**src/rtl/stream_rr_arb_ft.sv**
```systemverilog
// N-input round-robin stream arbiter into a one-entry fall-through output buffer.
// Optional packet lock (hold grant until last) is enabled by defining STREAM_ARB_PKT_LOCK_EN.
module stream_rr_arb_ft #(
  parameter int N_INP = 4,
  parameter int T_w   = 32,
  parameter int IDX_W = (N_INP > 1) ? $clog2(N_INP) : 1
) (
  input  logic               clk_i,
  input  logic               rst_i,
  input  logic               clr_i,
  input  logic [N_INP-1:0]   valid_i,
  output logic [N_INP-1:0]   ready_o,
  input  logic [N_INP*T_w-1:0] data_i,
`ifdef STREAM_ARB_PKT_LOCK_EN
  input  logic [N_INP-1:0]   last_i,
`endif
  output logic               valid_o,
  input  logic               ready_i,
  output logic [T_w-1:0]     data_o,
  output logic [IDX_W-1:0]   idx_o
`ifdef STREAM_ARB_PKT_LOCK_EN
  ,
  output logic               last_o
`endif
);

  logic             full;
  logic [T_w-1:0]   buf_dat;
  logic [IDX_W-1:0] buf_idx;
  logic [IDX_W-1:0] ptr;
  logic [IDX_W-1:0] win;
  logic [IDX_W-1:0] nxt;
  logic [IDX_W-1:0] cand_idx;
  logic [T_w-1:0]   sel_dat;
  logic             found;
  logic             acc;
  logic             kill;
  int               cand;

`ifdef STREAM_ARB_PKT_LOCK_EN
  logic             lock;
  logic [IDX_W-1:0] lock_idx;
  logic             buf_last;
`endif

  assign kill = rst_i | clr_i;

  // Scan from ptr upwards with wrap; cand stays below N_INP so the pointer never leaves range.
  always_comb begin
    found    = 1'b0;
    win      = '0;
    cand     = 0;
    cand_idx = '0;
    for (int i = 0; i < N_INP; i++) begin
      cand = int'(ptr) + i;
      if (cand >= N_INP) cand = cand - N_INP;
      cand_idx = IDX_W'(cand);
      if (!found && valid_i[cand_idx]) begin
        found = 1'b1;
        win   = cand_idx;
      end
    end
`ifdef STREAM_ARB_PKT_LOCK_EN
    if (lock) begin
      found = valid_i[lock_idx];
      win   = lock_idx;
    end
`endif
  end

  always_comb begin
    sel_dat = '0;
    for (int k = 0; k < N_INP; k++) begin
      if (win == IDX_W'(k)) sel_dat = data_i[k*T_w +: T_w];
    end
  end

  // Ready is withheld during reset/clear so no producer believes a dropped beat was taken.
  assign acc     = found & ~full & ~kill;
  assign ready_o = acc ? (N_INP'(1) << win) : '0;
  assign nxt     = (win == IDX_W'(N_INP - 1)) ? '0 : win + 1'b1;

  assign valid_o = ~kill & (full | acc);
  assign data_o  = full ? buf_dat : sel_dat;
  assign idx_o   = full ? buf_idx : win;
`ifdef STREAM_ARB_PKT_LOCK_EN
  assign last_o  = full ? buf_last : last_i[win];
`endif

  always_ff @(posedge clk_i) begin
    if (kill) begin
      full <= 1'b0;
      ptr  <= '0;
`ifdef STREAM_ARB_PKT_LOCK_EN
      lock     <= 1'b0;
      lock_idx <= '0;
`endif
    end else begin
      if (full) begin
        if (ready_i) full <= 1'b0;
      end else if (acc && !ready_i) begin
        full    <= 1'b1;
        buf_dat <= sel_dat;
        buf_idx <= win;
`ifdef STREAM_ARB_PKT_LOCK_EN
        buf_last <= last_i[win];
`endif
      end
      if (acc) begin
`ifdef STREAM_ARB_PKT_LOCK_EN
        lock     <= ~last_i[win];
        lock_idx <= win;
        if (last_i[win]) ptr <= nxt;
`else
        ptr <= nxt;
`endif
      end
    end
  end

endmodule

```
**config.mk**
```make
export PLATFORM = sky130hd
export DESIGN_NAME = stream_rr_arb_ft
export DESIGN_NICKNAME = d
export VERILOG_FILES = /design/src/rtl/stream_rr_arb_ft.sv
export SDC_FILE = /design/constraint.sdc
export NUM_CORES = 1
export LEC_CHECK = 0
export CAP_MARGIN = 30
export CORE_AREA = 4 4 118 86
export CTS_CLUSTER_SIZE = 40
export DETAILED_ROUTE_END_ITERATION = 8
export DIE_AREA = 0 0 122 90
export PLACE_DENSITY = 0.76
export SLEW_MARGIN = 20
export SYNTH_ARGS = -nofsm -noshare
export SYNTH_HDL_FRONTEND = slang
export SYNTH_SLANG_ARGS = --single-unit
```
**constraint.sdc**
```tcl
create_clock -name clk_i -period 4.73 [get_ports clk_i]
set_input_delay 0.946 -clock clk_i [delete_from_list [all_inputs] [get_ports clk_i]]
set_output_delay 0.946 -clock clk_i [all_outputs]
set_load 0.005 [all_outputs]
```
=== After elaboration in Yosys (flattened, before gate mapping) ===
Cells that the tools add are included.
Widths: inputs -> output; s select.

* Flip-flop bits (word level): 37
* Output and inout bits: 39
* Logic and storage cells: 72

* Bitwise gates (word level): 7
* Reduce and logical (&&, ||, !) cells: 10
* Add/sub/neg operators: 8
* Shift operators: 1
* Magnitude comparators: 8
* Multiplexer cells: 31
* Equal/unequal tests: 3

{| class="wikitable"
|+ Operators by type and width
! kind !! count
|-
| $mux 32 || 5
|-
| $mux 2 || 10
|-
| $lt 2x3->1 const B || 4
|-
| $mux 1 || 11
|-
| $ge 3x3->1 const B || 3
|-
| $bmux 1 s2 || 4
|-
| $sub 2x1->2 const B || 4
|-
| $add 2x2->3 const B || 2
|-
| $eq 2x2->1 const B || 2
|-
| $logic_and 1x1->1 || 4
|-
| $logic_not 1->1 || 4
|-
| $mux 4 || 1
|-
| $shl 1x2->4 const A || 1
|-
| $add 2x1->3 const B || 1
|-
| $and 1x1->1 || 3
|-
| $ge 2x3->1 const B || 1
|-
| $reduce_and 3->1 || 1
|-
| $add 2x1->2 const B || 1
|-
| $eq 2x1->1 const B || 1
|-
| $logic_not 2->1 || 1
|-
| $not 1->1 || 2
|-
| $or 1x1->1 || 2
|}

=== Logic depth before layout (Yosys ltp) ===
Gate-level depths: netlist of run 1.

* Depth in word-level cells: 20
* Mapped depth: 11
* Mapped depth without buffers: 9

=== Worst setup path before layout of run 1 ===
OpenSTA, ideal clock, no wires.

* Path type: input to register
* Start point: input port clr_i
* End point: register buf_dat[0], enable pin
* Setup slack: -310 ps
* Path buffers: 0
* Library setup time: 514 ps
* Required time: 4,216 ps
* Data arrival time: 4,526 ps
* Stages: 2
* Path through: or2_1 nor4_1

* Longest elaborated chain between the ends: 5

{| class="wikitable"
|+ RTL lines
! item !! RTL line !! source
|-
| start, declared || 10 || <nowiki>input logic clr_i,</nowiki>
|-
| $or 1x1->1 * || 46 || <nowiki>assign kill = rst_i | clr_i;</nowiki>
|-
| $not 1->1 (no line) * || - ||
|-
| $and 1x1->1 || 79 || <nowiki>assign acc = found & ~full & ~kill;</nowiki>
|-
| $logic_and 1x1->1 || 101 || <nowiki>end else if (acc && !ready_i) begin</nowiki>
|-
| $reduce_and 3->1 (no line) * || - ||
|-
| end signal, assigned || 103 || <nowiki>buf_dat <= sel_dat;</nowiki>
|-
| end, declared || 28 || <nowiki>logic [T_w-1:0] buf_dat;</nowiki>
|}

Mark *: on every way between the ends. The rest lies on a longest branch, timed or not.
A chain may end at the register's enable or synchronous reset.

=== Final worst setup path of run 1 ===
* Start point: input port valid_i[1]
* End point: output port data_o[13]

* Longest elaborated chain between the ends: 18

{| class="wikitable"
|+ RTL lines
! item !! RTL line !! source
|-
| start, declared || 11 || <nowiki>input logic [N_INP-1:0] valid_i,</nowiki>
|-
| $bmux 1 s2 || 58 || <nowiki>if (!found && valid_i[cand_idx]) begin</nowiki>
|-
| $mux 1 (not written as such) || 58 ||
|-
| $mux 1 || 58 ||
|-
| $logic_not 1->1 || 58 ||
|-
| $logic_and 1x1->1 || 58 ||
|-
| $mux 1 || 58 ||
|-
| $logic_not 1->1 || 58 ||
|-
| $logic_and 1x1->1 || 58 ||
|-
| (+2 left out) || - ||
|-
| $logic_and 1x1->1 || 58 ||
|-
| $mux 2 * || 58 ||
|-
| net win[1] || 31 || <nowiki>logic [IDX_W-1:0] win;</nowiki>
|-
| $logic_not 2->1 || 74 || <nowiki>if (win == IDX_W'(k)) sel_dat = data_i[k*T_w +: T_w];</nowiki>
|-
| $mux 32 (3 in a row) || 74 ||
|-
| $mux 32 * || 74 ||
|-
| net sel_dat[13] || 34 || <nowiki>logic [T_w-1:0] sel_dat;</nowiki>
|-
| $mux 32 * || 84 || <nowiki>assign data_o = full ? buf_dat : sel_dat;</nowiki>
|-
| end, declared || 19 || <nowiki>output logic [T_w-1:0] data_o,</nowiki>
|}

Mark *: on every way through the listed nets, which the timed path passes. The rest lies on a longest branch. The select of a mux whose other input is x is not followed.

==> reports/results.ini, run 1 <==
[run_status]
status = finished, final reports clean

[worst_setup_path]
critPathLaunch = valid_i[1]
regToRegEndpoint = buf_dat[30]
crit_family = buffers and inverters
critical_path_class = in -> out
r2r-start = ptr[1]
worstPathMaxFanout = 17
cp.required_ns = 3.78
critical_path.slowest_cell = clkdlybuf4s50_1
crit_end = data_o[13]
path_depth = 11
crit_path_cell_trace = clkdlybuf4s50_1 -> a21oi_1 -> o21a_1 -> o22ai_1 -> inv_1 -> ha_1 -> or2_4 -> buf_12 -> o221a_4 -> mux2_2 -> clkdlybuf4s50_1
arrival_ns = 3.63
path_common_cell = clkdlybuf4s50_1
crit_path_start_kind = primary input
cp_num_buf_inv = 4
cp-end-kind = output pin
slowest_delay_ns = 0.49
reg2reg_depth = 9
rrSetupSlack_ns = 2.41

[die]
ioPinCount = 175
die_y_um = 90
die_area_mm2 = 0.0110
die_x_um = 122
start_util = 0.344
rows = 29
core_mm2 = 0.00896

[synth]
synth.distinct_cells = 31
ys_seq_elements = 37
synth_area_mm2 = 0.00308
postSynthAreaPerCell_um2 = 10.3
ys_warn_count = 0
yosysSeqAreaShare = 0.351
synth_cells = 299
syn_nets = 439

[pwr]
netSwitchingFraction = 0.268
pwr-share-seq = 0.280
power.total_mw = 1.43
pwr-share-comb = 0.489
p_per_area_mw_per_mm2 = 273
irDropWorstVdd_v = 0.000147
p_leak_nw = 1.88
switchingPower_mw = 0.383
intPower_mw = 1.04
clock_power_share = 0.232

[cts]
clk_path_buf_depth = 2
clock_latency_ns = 0.27
htree_levels = 2
cts_tree = done
hold_buffers = 0
cts_buffers = 5
clkTransAtPathRegs_ns = 0.05
cts.sinks = 37
post_cts_buffers = 0
clockRootBuffer = clkbuf_16

[routing]
drc_errors = 0
vias = 2915
avgRoutedWirePerCell_um = 16.9
drt_iter0_drc = 164
via_per_inst = 4.89
first_pass_iters = 4
wirelength_mm = 10.1
final_antenna_net_count = 0

[timing]
hold_viol_final = 0
fmax_mhz = 219
tns_ns = 0
finalMaxSlewViolations = 0
fin_crit_ns = 4.57
skew_ns = 0.00140
rsz0062_at_grt = false
setup_viol_count_final = 0
fin_crit_sh = 0.967
slew_headroom = 0.545
tightest_slew_ns = 0.677
fin_ws_ns = 0.158
worst_hold_slack_ns = 0.512

[cells_and_area]
final_cell_area_mm2 = 0.00522
num_antenna_cells = 0
layout_common_cells = 172 x clkdlybuf4s50_1, 67 x nand2_1, 34 x edfxtp_1
syn2layout_area_growth_pct = 69.5
utilization = 0.583
layout-drive-gt1-share = 0.195
fin_cells = 596
nets = 611
final_common_cell = clkdlybuf4s50_1

[place]
dpl.hpwl_mm = 7.93
dp.cells = 587
placed_area_mm2 = 0.00503
routabilityCongestion = 0.743
pre_cts_ws_ns = -0.0346
portBuffers = 174

[global_route]
grt-ovfl-total = 0
antenna_found_initial = 0
grt_usage = 0.179
grt_pass1_vias = 3035
grt_pass1_wl_mm = 15.7
grt_max_degree = 43

[job]
cap_violations = 0

[min_path]
hold_class = reg -> reg

==> registers in the layout, summed over array words and instances (netlist names) <==
signal and flops:
buf_dat 32, buf_idx 2, full 1, ptr 2
==> cell usage after synthesis (all sizes together) <==
library cell,instances,area [um^2]
a211oi,2,15.0
a21oi,6,30.0
and3,4,25.0
buf,18,129
clkbuf,8,30.0
dfxtp,3,60.1
edfxtp,34,1020
ha,4,50.1
inv,4,15.0
mux2,31,349
mux2i,1,10.0
nand2,67,251
nand2b,28,175
nor2,6,22.5
nor2b,1,6.26
nor3,2,10.0
nor4,2,18.8
o21a,1,7.51
o21ai,35,175
o221a,31,603
o22ai,2,12.5
o31ai,1,7.51
or2,3,18.8
or2b,5,37.5
==> power groups by stage <==
stage	sequential (mW)	clock [mW]	combinational, mW
2_1_floorplan	0.402	0	0.360
3_3_place_gp	0.409	0	0.679
3_5_place_dp	0.409	0	0.696
4_1_cts	0.402	0.342	0.699
5_1_grt	0.401	0.354	0.755
6_report	0.399	0.330	0.698
==> cell families (layout without fill, tap and decap cells) <==
group | after synthesis | after routing | synth area share
compound gates | 78 | 78 | 0.276
fa+ha+maj | 4 | 4 | 0.0162
buf+inv | 30 | 203 | 0.0565
flops | 37 | 37 | 0.351
mux | 32 | 32 | 0.117
simple gates | 118 | 118 | 0.184
==> tightest hold or removal path, cell delays in order (launching register included) <==
cell	delay, ns
dfxtp_1	0.33
o21ai_1	0.07
a21oi_1	0.06
==> worst min-delay path by stage <==
stage	to	startpoint	slack [ns]	depth (start not counted)
after global routing	ptr[0]	ptr[0]	0.54	2
after floorplan	ptr[0]	ptr[0]	0.47	2
final	ptr[0]	ptr[0]	0.51	2
after CTS	ptr[0]	ptr[0]	0.51	2
after global placement	ptr[0]	ptr[0]	0.49	2
after detailed placement	ptr[0]	ptr[0]	0.50	2
==> area by class of cell <==
class                           count  area, um^2
Fill cell                         805        3740
Timing Repair Buffer              191        1970
Inverter                            4        15.0
Multi-Input combinational cell    232        1850
Tap cell                          124         155
Sequential cell                    37        1080
Clock buffer                        8         146
==> routing by layer <==
layer / share of wire / global-route usage
met1: 0.42 / 0.219
met4: 0.012 / 0.0410
met5: 0 / 0
met2: 0.48 / 0.308
met3: 0.080 / 0.0521
==> what timing repair did <==
action                                  4_1_cts  5_1_grt
pin swaps                                     0        0
resized for setup                             2        6
endpoints found under the setup margin       25       32
Power figures use the tool's default switching activity.
==> inputs of run 2 (changes only) <==
--- a/config.mk
+++ b/config.mk
@@ -11,6 +11,7 @@
 export DETAILED_ROUTE_END_ITERATION = 8
 export DIE_AREA = 0 0 122 90
 export PLACE_DENSITY = 0.76
+export SKIP_CTS_REPAIR_TIMING = 1
 export SLEW_MARGIN = 20
 export SYNTH_ARGS = -nofsm -noshare
 export SYNTH_HDL_FRONTEND = slang
==> run 2 against run 1 <==
  * Sequential share of layout area about the same
  * Final area about the same
  * Critical path type unchanged
  * Largest power group unchanged
  * Via count about the same
  * Global-route usage about the same
  * Largest cell class unchanged
  * Fmax down 0.71%
  * Register-to-register slack about the same
  * Power about the same
==> reports/results.ini, run 2 (synthesis gave the netlist of run 1 again) <==
[pwr]
p_per_area_mw_per_mm2 = 273  ; about the same
power.total_mw = 1.43  ; about the same
p_leak_nw = 1.89  ; +0.48%
irDropWorstVdd_v = 0.000147  ; +0.57%

[worst_setup_path]
reg2reg_depth = 9  ; unchanged
cp.required_ns = 3.78  ; about the same
critical_path_class = in -> out
crit_path_start_kind = primary input
cp-end-kind = output pin
r2r-start = ptr[1]
worstPathMaxFanout = 18  ; +1
regToRegEndpoint = buf_dat[30]
rrSetupSlack_ns = 2.41  ; about the same
arrival_ns = 3.66  ; +0.03 ns

[die]
start_util = 0.344  ; unchanged
core_mm2 = 0.00896  ; unchanged
rows = 29  ; unchanged
die_x_um = 122  ; unchanged
ioPinCount = 175  ; unchanged
die_y_um = 90  ; unchanged
die_area_mm2 = 0.0110  ; unchanged

[cells_and_area]
nets = 611  ; unchanged
fillCellCount = 804  ; -0.12%
multiInputGateArea_mm2 = 0.00185  ; unchanged
syn2layout_area_growth_pct = 69.3  ; about the same
final_cell_area_mm2 = 0.00522  ; about the same
layout_common_cells = 171 x clkdlybuf4s50_1, 67 x nand2_1, 34 x edfxtp_1
final_common_cell = clkdlybuf4s50_1
regArea_mm2 = 0.00108  ; unchanged
largest_reg_flops = 32  ; unchanged
num_antenna_cells = 0  ; unchanged
reg.largest.list = buf_dat x32, buf_idx x2, ptr x2
regMostFlops = buf_dat
layout-drive-gt1-share = 0.195  ; unchanged

[global_route]
grt_util_met3 = 0.0508  ; -0.00125
grt-ovfl-total = 0  ; unchanged
antenna_found_initial = 0  ; unchanged
top_usage_layer = met2
met2_usage = 0.307  ; -0.000919
grt_use_met1 = 0.220  ; +0.000775
grt_max_degree = 43  ; unchanged
grt_pass1_vias = 3029  ; -0.20%
grt_usage = 0.179  ; -0.000262
grt_pass1_wl_mm = 15.7  ; -0.18%

[timing]
hold_viol_final = 0  ; unchanged
fin_ws_ns = 0.125  ; -0.0328 ns
slew_headroom = 0.558  ; +0.0130
rsz0062_at_grt = false
tightest_slew_ns = 0.658  ; -0.0193 ns
fin_crit_ns = 4.60  ; +0.0328 ns
setup_viol_count_final = 0  ; unchanged
skew_ns = 0.00143  ; +0.0000312 ns
fin_crit_sh = 0.974  ; +0.00693
finalMaxSlewViolations = 0  ; unchanged
fmax_mhz = 217  ; -0.71%

[min_path]
hold_end = ptr[0]
hold_depth = 2  ; unchanged
hold_class = reg -> reg
min_from = ptr[0]

[routing]
wirelength_mm = 10.1  ; about the same
avgRoutedWirePerCell_um = 16.9  ; about the same
final_antenna_net_count = 0  ; unchanged
vias = 2914  ; -0.034%
drt_iter0_drc = 151  ; -7.9%
drc_errors = 0  ; unchanged
first_pass_iters = 4  ; unchanged
via_per_inst = 4.89  ; about the same

[cts]
clock_latency_ns = 0.27  ; about the same
cts_tree = done
clockRootBuffer = clkbuf_16
cts_buffers = 5  ; unchanged
clkTransAtPathRegs_ns = 0.05  ; about the same
htree_levels = 2  ; unchanged
clk_path_buf_depth = 2  ; unchanged
cts.sinks = 37  ; unchanged

[job]
cap_violations = 0  ; unchanged

[place]
portBuffers = 174  ; unchanged
dpl.hpwl_mm = 7.93  ; unchanged
routabilityCongestion = 0.743  ; unchanged
pre_cts_ws_ns = -0.0346  ; unchanged
placed_area_mm2 = 0.00503  ; unchanged

[run_status]
status = finished, final reports clean

[run 2: metrics by stage]
stage,hold WS [ns],instances,TNS [ns],utilization
floorplan,0.472,299,0,-
global placement,0.492,586,-0.00439,0.561
detailed placement,0.502,587,-0.162,0.562
CTS,0.511,595,-0.390,0.578
global route,0.538,596,0,0.582
finish,0.512,596,0,0.582
[run 2: layer usage]
layer  vias to the layer above  part of all wire
li1                       1444                 -
met1                      1344              0.42
met2                       118              0.49
met3                         8             0.086
met4                         0             0.012
met5                         -                 0
[run 2: worst max-delay path by stage]
stage               start          to  slack (ns)  cells after the start
6_report       valid_i[1]   data_o[0]        0.13                     11
4_1_cts        valid_i[0]  data_o[13]       -0.04                     11
2_1_floorplan  valid_i[0]   data_o[0]        1.03                     10
3_3_place_gp   valid_i[0]   data_o[1]      -0.004                     12
3_5_place_dp   valid_i[0]  data_o[13]       -0.03                     11
5_1_grt        valid_i[1]   data_o[0]        0.01                     12
[run 2: report_power, final]
part | internal, mW | switching, mW
Clock | 0.210 | 0.121
Sequential | 0.392 | 0.00709
Combinational | 0.441 | 0.255
Total | 1.04 | 0.383
[run 2: layout make-up]
| class | instances | share of cell area |
|---|---|---|
| Timing Repair Buffer | 191 | 0.377 |
| Multi-Input combinational cell | 232 | 0.355 |
| Sequential cell | 37 | 0.207 |
| Tap cell | 124 | 0.0297 |
| Clock buffer | 8 | 0.0281 |
| Inverter | 4 | 0.00288 |
[run 2: worst max-delay path, cell delays in order]
cell	delay (ns)
clkdlybuf4s50_1	0.49
buf_4	0.13
a21oi_1	0.05
or2_4	0.28
inv_1	0.11
ha_2	0.25
buf_4	0.25
o21ai_0	0.16
o221a_4	0.27
mux2_2	0.26
clkdlybuf4s50_1	0.46
==> inputs of run 3 (changes only) <==
--- a/config.mk
+++ b/config.mk
@@ -12,6 +12,7 @@
 export DIE_AREA = 0 0 122 90
 export PLACE_DENSITY = 0.76
 export SKIP_CTS_REPAIR_TIMING = 1
+export SKIP_LAST_GASP = 1
 export SLEW_MARGIN = 20
 export SYNTH_ARGS = -nofsm -noshare
 export SYNTH_HDL_FRONTEND = slang
==> constraint.sdc (replaced) <==
create_clock -name clk_i -period 4.1 [get_ports clk_i]
set_input_delay 0.82 -clock clk_i [delete_from_list [all_inputs] [get_ports clk_i]]
set_output_delay 0.82 -clock clk_i [all_outputs]
set_load 0.005 [all_outputs]
==> run 3 against run 2 <==
  * The run now ends with setup timing left
  * Sequential cell count did not move
  * Register-to-register slack got worse by 0.77 ns
  * Critical path depth increased by 2
  * Global-route usage rose by 0.33 points
  * Sequential power is 15% higher
==> reports/results.ini, run 3 (synthesis gave the netlist of run 1 again) <==
[worst_setup_path]
rrSetupSlack_ns = 1.64  ; -0.77 ns
r2r-start = ptr[1]
cp-end-kind = output pin
critPathLaunch = valid_i[1]
arrival_ns = 3.42  ; -0.24 ns
crit_end = data_o[1]
worstPathMaxFanout = 5  ; -13
reg2reg_depth = 12  ; +3
critical_path_class = in -> out
cp.required_ns = 3.28  ; -0.50 ns
crit_path_start_kind = primary input
regToRegEndpoint = buf_dat[30]

[timing]
worst_hold_slack_ns = 0.536  ; +0.0243 ns
rsz0062_at_grt = true
tns_ns = -1.88  ; -1.88 ns
finalMaxSlewViolations = 0  ; unchanged
hold_viol_final = 0  ; unchanged
fin_ws_ns = -0.142  ; -0.267 ns
fin_crit_sh = 1.03
slew_headroom = 0.534  ; -0.0231
skew_ns = 0.00781  ; +0.00639 ns
fin_crit_ns = 4.24
setup_viol_count_final = 19  ; +19
tightest_slew_ns = 0.693  ; +0.0344 ns
fmax_mhz = 236

[cells_and_area]
regMostFlops = buf_dat
syn2layout_area_growth_pct = 80.6
multiInputGateArea_mm2 = 0.00194  ; +4.9%
largest_reg_flops = 32  ; unchanged
reg.largest.list = buf_dat x32, buf_idx x2, ptr x2
nets = 629  ; +2.9%
num_antenna_cells = 0  ; unchanged
final_common_cell = clkdlybuf4s50_1
regArea_mm2 = 0.00108  ; unchanged
fillCellCount = 755  ; -6.1%
utilization = 0.621  ; +0.0388
layout_common_cells = 158 x clkdlybuf4s50_1, 67 x nand2_1, 34 x edfxtp_1
layout-drive-gt1-share = 0.263  ; +0.0684

[global_route]
grt-ovfl-total = 0  ; unchanged
grt_usage = 0.182  ; +0.00330
grt_max_degree = 43  ; unchanged
grt_pass1_vias = 3219  ; +6.3%
antenna_found_initial = 0  ; unchanged
grt_pass1_wl_mm = 16.1  ; +2.5%

[routing]
drt_iter0_drc = 141  ; -6.6%
via_per_inst = 4.96  ; +1.5%
first_pass_iters = 4  ; unchanged
wirelength_mm = 10.8  ; +7.2%
drc_errors = 0  ; unchanged
avgRoutedWirePerCell_um = 17.6  ; +4.1%
vias = 3046  ; +4.5%
final_antenna_net_count = 0  ; unchanged

[run_status]
failed_checks = setup timing
status = complete, but fails checks

[die]
die_area_mm2 = 0.0110  ; unchanged
rows = 29  ; unchanged
core_mm2 = 0.00896  ; unchanged
die_x_um = 122  ; unchanged
die_y_um = 90  ; unchanged
ioPinCount = 175  ; unchanged
start_util = 0.344  ; unchanged

[cts]
htree_levels = 2  ; unchanged
clkTransAtPathRegs_ns = 0.05  ; about the same
clock_latency_ns = 0.28  ; about the same
clockRootBuffer = clkbuf_16
cts_buffers = 5  ; unchanged
cts.sinks = 37  ; unchanged
cts_tree = done
clk_path_buf_depth = 2  ; unchanged

[place]
portBuffers = 174  ; unchanged
dpl.hpwl_mm = 8.17  ; +3.0%
routabilityCongestion = 0.757  ; +1.8%
pre_cts_ws_ns = -0.448  ; -0.413 ns

[pwr]
irDropWorstVdd_v = 0.000152  ; +2.9%
p_per_area_mw_per_mm2 = 328  ; +20%
power.total_mw = 1.83  ; +28%
p_leak_nw = 2.17  ; +15%

[job]
cap_violations = 0  ; unchanged

[min_path]
hold_class = reg -> reg

[run 3: layout make-up]
type	instances	area share
inverter	4	0.00270
clock buffer	5	0.0225
sequential	37	0.195
tap	124	0.0279
multi-input combinational	232	0.349
clock inverter	3	0.0117
timing repair buffer	209	0.391
[run 3: routing by layer]
metal / GRT usage / routed length [um]
met4: 0.0410 / 122
met2: 0.328 / 5460
met3: 0.0452 / 818
met5: 0 / 0
met1: 0.216 / 4390
[run 3: worst min-delay path by stage]
stage | slack, ns | cells after the start | endpoint | start
after detailed placement | 0.51 | 2 | ptr[0] | ptr[0]
after global routing | 0.57 | 2 | ptr[0] | ptr[0]
after CTS | 0.51 | 2 | ptr[0] | ptr[0]
after floorplan | 0.47 | 2 | ptr[0] | ptr[0]
final | 0.54 | 2 | ptr[0] | ptr[0]
after global placement | 0.49 | 2 | ptr[0] | ptr[0]
[run 3: metrics by stage]
stage	cell area [um^2]	cells
finish	5560	614
global route	5560	614
CTS	5290	603
detailed placement	5090	595
global placement	5090	594
floorplan	3090	299
[run 3: critical path, cell delays in order]
cell             delay, ns
clkdlybuf4s50_1       0.43
buf_4                 0.16
a21oi_1               0.15
o22ai_2               0.11
buf_4                 0.17
ha_4                  0.18
buf_4                 0.14
buf_4                 0.14
nand2_1               0.07
o21ai_2               0.07
o221a_4               0.24
mux2_2                0.28
clkdlybuf4s50_1       0.46
[run 3: power by group]
| group | switching [mW] | internal [mW] |
|---|---|---|
| clock | 0.148 | 0.347 |
| sequential | 0.00796 | 0.452 |
| combinational | 0.321 | 0.550 |
| total | 0.476 | 1.35 |
